$ cat config.mk
export PLATFORM = sky130hd
export DESIGN_NAME = pipe_mux_tree
export DESIGN_NICKNAME = d
export VERILOG_FILES = /design/src/rtl/pipe_mux_tree.sv
export SDC_FILE = /design/constraint.sdc
export NUM_CORES = 1
export LEC_CHECK = 0
export CAP_MARGIN = 20
export CORE_MARGIN = 5
export CORE_UTILIZATION = 50
export DETAILED_ROUTE_END_ITERATION = 6
export DONT_BUFFER_PORTS = 1
export PLACE_DENSITY = 0.71
export SLEW_MARGIN = 15
export SYNTH_ARGS = -nofsm -noshare
export SYNTH_HDL_FRONTEND = slang
export SYNTH_SLANG_ARGS = --single-unit
$ cat constraint.sdc
create_clock -name clk -period 1.7 [get_ports clk]
set_input_delay 0.255 -clock clk [delete_from_list [all_inputs] [get_ports clk]]
set_output_delay 0.255 -clock clk [all_outputs]
set_load 0.1 [all_outputs]
$ cat src/rtl/pipe_mux_tree.sv
// Pipelined 2^S-to-1 selector tree, one register stage per level, valid/ready stream.
// Optional macro PIPE_MUX_RR_EN adds auto_sel and an internal round-robin index counter.
module pipe_mux_tree #(
    parameter int S = 3,
    parameter int T = 8
) (
    input  logic                clk,
    input  logic                rst_n,
    input  logic [(2**S)*T-1:0] in,
    input  logic [S-1:0]        ctrl,
`ifdef PIPE_MUX_RR_EN
    input  logic                auto_sel,
`endif
    input  logic                in_valid,
    output logic                in_ready,
    output logic [T-1:0]        out,
    output logic [S-1:0]        out_sel,
    output logic                out_valid,
    input  logic                out_ready
);

    logic         en;
    logic         accept;
    logic [S-1:0] idx;

    // The whole pipe advances together; a stall freezes empty stages too.
    assign en       = out_ready | ~out_valid;
    assign in_ready = en;
    assign accept   = in_valid & en;

`ifdef PIPE_MUX_RR_EN
    logic [S-1:0] rr_q;
    logic [S-1:0] rr_d;

    always_comb begin
        rr_d = rr_q;
        if (accept && auto_sel) begin
            rr_d = rr_q + S'(1);
        end
    end

    always_ff @(posedge clk or negedge rst_n) begin
        if (!rst_n) begin
            rr_q <= '0;
        end else begin
            rr_q <= rr_d;
        end
    end

    assign idx = auto_sel ? rr_q : ctrl;
`else
    assign idx = ctrl;
`endif

    genvar k, j;
    for (k = 0; k < S; k++) begin : g_stage
        localparam int N = 2**(S-1-k);
        // Only the last stage gates its load, so out holds across bubbles.
        localparam bit LOAD_ALWAYS = (k != S-1);

        logic [2*N*T-1:0] src;
        logic [S-1:0]     src_sel;
        logic             src_vld;
        logic [N*T-1:0]   data_d;
        logic [N*T-1:0]   data_q;
        logic [S-1:0]     sel_q;
        logic             vld_q;

        if (k == 0) begin : g_head
            assign src     = in;
            assign src_sel = idx;
            assign src_vld = accept;
        end else begin : g_body
            assign src     = g_stage[k-1].data_q;
            assign src_sel = g_stage[k-1].sel_q;
            assign src_vld = g_stage[k-1].vld_q;
        end

        for (j = 0; j < N; j++) begin : g_pair
            assign data_d[j*T +: T] = src_sel[k] ? src[(2*j+1)*T +: T] : src[(2*j)*T +: T];
        end

        always_ff @(posedge clk or negedge rst_n) begin
            if (!rst_n) begin
                vld_q  <= 1'b0;
                data_q <= '0;
                sel_q  <= '0;
            end else if (en) begin
                vld_q <= src_vld;
                if (LOAD_ALWAYS || src_vld) begin
                    data_q <= data_d;
                    sel_q  <= src_sel;
                end
            end
        end
    end

    assign out       = g_stage[S-1].data_q;
    assign out_sel   = g_stage[S-1].sel_q;
    assign out_valid = g_stage[S-1].vld_q;

endmodule
==> impl_metrics.ini <==
[run_status]
run_status = complete, but fails checks
failed_checks = negative hold slack

[synthesis]
synthesis.nets = 359
area_of_the_mapped_netlist_sq_mm = 0.00304
synth_cell_types = 15
synthCells = 288
synth-seq-area-share_pct = 56.0
ys_warn_count = 0
syn_area_per_cell_sq_um = 10.6
number_of_register_bits_inferred_by_synthesis = 68

[critical_path]
worstPathRequired_ns = 1.44
r2r_end = out_sel[2]$_DFFE_PN0P_
cp-start-kind = register
reg2regPathDepth = 4
r2r_setup_slack_ns = 0.34
timing.rr.start = out_valid$_DFFE_PN0P_
cp-end-kind = output pin
worst_ep_arrival_ns = 1.22
critical_path_class = register to output pin
maximum_fanout_along_the_worst_path = 18
crit_path_start = out_valid$_DFFE_PN0P_
cp-endpoint = in_ready

[clock_network]
cts-root-buf = sky130_fd_sc_hd__clkbuf_8
cts.sinks = 68
insertion_delay_ns = 0.33
cts_made_buffers = 9
cts.clk_slew.worst_paths_ns = 0.06
clockBufferDepth = 2
cts_post_setup_buffers_inserted = 0
cts_htree_levels = 3
post_cts_resize_count = 0
cts_tree = yes

[die]
starting_density_of_the_core_pct = 51.3
fp.dieArea_sq_mm = 0.00774
floorplan.die.height_microns = 88.0
core_area_sq_mm = 0.00592
boundaryPins = 84
chipWidth_microns = 88.0
core.rowCount = 28

[timing]
final-setup-viol-count = 0
maxClockFrequency_mhz = 676
timing_max_transition_violations_final = 0
finalCriticalPeriod_ns = 1.48
timing_worst_slew_pin_value_ns = 0.490
slew_headroom_pct = 67.4
fin_setup_tns_ns = 0
grt_setup_unrepaired = false
min_period_over_period_pct = 87.0
report.final.hold_viol_count = 68
final.hold.worst_slack_ns = -0.380
clock_skew_ns = 0.00254

[placed_design]
detailed_place.area_sq_mm = 0.00317
gp_congestion = 0.721
dpl.hpwl_microns = 3860
io_buffer_count = 0

[detailed_routing]
drt_iter0_drc = 108
post_drt_wl_per_cell_microns = 15.0
drtPass1Iterations = 4
avgViaCountPerCell = 5.25
route.final.wire_length_microns = 5610
remaining_drc_errors = 0
dr_total_vias = 1958
drt.antenna.violating_nets = 0

[finish]
nNetsFinal = 365
areaGrowthSynthToFinish_pct = 9.84
layout.cells.most_common = sky130_fd_sc_hd__nand2_1
layout-drive-gt1-share_pct = 12.1
most_frequent_cells_in_the_layout = sky130_fd_sc_hd__nand2_1, sky130_fd_sc_hd__dfrtp_1, sky130_fd_sc_hd__mux2i_1
diodes_inserted = 0
fin_area_sq_mm = 0.00334
finalCoreUtilization_pct = 56.4

[global_route]
grt_max_degree = 105
track_usage_pct = 15.5
grt_first_pass_wirelength_microns = 9060
grt_pass1_vias = 1935
antenna_found_initial = 0
grt_overflow_total = 0

[job]
timing.max_cap.violations = 0

[min_path]
hp-class = input pin to async pin

[power]
powerDensity_mw_per_mm2 = 1840
irDropWorstVdd_v = 0.00191
leakage_nw = 1.55
## how the worst min path moves through the flow
| stage | from | depth (start not counted) | slack (ns) | endpoint |
|---|---|---|---|---|
| final | rst_n | 0 | -0.38 | out[5]$_DFFE_PN0P_ |
| after global routing | rst_n | 0 | -0.40 | g_stage[0].data_q[4]$_DFFE_PN0P_ |
| after CTS | rst_n | 0 | -0.40 | g_stage[0].sel_q[0]$_DFFE_PN0P_ |
| after detailed placement | rst_n | 0 | -0.04 | out[5]$_DFFE_PN0P_ |
| after global placement | rst_n | 0 | -0.04 | out[5]$_DFFE_PN0P_ |
| after floorplan | rst_n | 0 | -0.04 | g_stage[0].data_q[0]$_DFFE_PN0P_ |
## Yosys cell counts
library cell,instances,area share [%]
sky130_fd_sc_hd__and2_4,1,0.29
sky130_fd_sc_hd__o21ai_0,48,7.9
sky130_fd_sc_hd__nor2b_4,1,0.45
sky130_fd_sc_hd__dfrtp_1,68,56
sky130_fd_sc_hd__nand2_1,72,8.9
sky130_fd_sc_hd__mux2i_1,56,18
sky130_fd_sc_hd__buf_4,3,0.74
sky130_fd_sc_hd__clkbuf_1,5,0.62
sky130_fd_sc_hd__inv_2,1,0.12
sky130_fd_sc_hd__a21oi_1,16,2.6
sky130_fd_sc_hd__buf_2,12,2.0
sky130_fd_sc_hd__mux2_4,2,0.99
sky130_fd_sc_hd__nand2b_1,1,0.21
sky130_fd_sc_hd__buf_6,1,0.37
sky130_fd_sc_hd__mux2_2,1,0.37
## worst max-delay path: stages, from the launching register on
cell and delay, ns:
sky130_fd_sc_hd__dfrtp_4 0.47, sky130_fd_sc_hd__nor2b_4 0.14, sky130_fd_sc_hd__inv_2 0.07, sky130_fd_sc_hd__buf_12 0.21
## cell type report
cell class              count  area (sq um)
inverters                   1          3.75
fillers                   543          2580
well taps                  75          93.8
multi-input cells         198          1220
repair buffers             16           145
clock inverters             2          10.0
flip-flops and latches     68          1710
clock buffers              13           159
## per-layer routing
metal / routed length [microns] / track usage (%)
met5: 0 / 0
met4: 97 / 8.79
met3: 415 / 3.95
met2: 2560 / 22.8
met1: 2540 / 21.0
## state kept, by name, indices dropped and copies added (netlist names)
register        count
g_stage.sel_q       6
out_valid           1
out                 8
g_stage.data_q     48
g_stage.vld_q       2
out_sel             3
## kinds of logic (layout without fill, tap and decap cells)
logic type | Yosys count | in the layout | synth area share, %
buffers and inverters | 22 | 32 | 3.83
DFF | 68 | 68 | 56.0
and+or+nand+nor | 75 | 75 | 9.84
AOI/OAI and AO/OA | 64 | 64 | 10.5
muxes | 59 | 59 | 19.8
## where the power goes
part | total (W) | internal (W) | switching [W]
clock | 0.00113 | 0.000597 | 0.000536
combinational | 0.00248 | 0.000720 | 0.00176
sequential | 0.00254 | 0.00220 | 0.000338
total | 0.00615 | 0.00352 | 0.00263
## through the flow
stage	hold WS [ns]	setup slack [ns]	cells	total power (W)
after global placement	-0.0374	0.358	358	0.00502
after CTS	-0.397	0.202	373	0.00622
after global routing	-0.404	0.177	373	0.00653
after floorplan	-0.0406	0.0734	288	0.00455
after detailed placement	-0.0380	0.340	358	0.00508
final	-0.380	0.221	373	0.00615
Power figures use the tool's default switching activity.
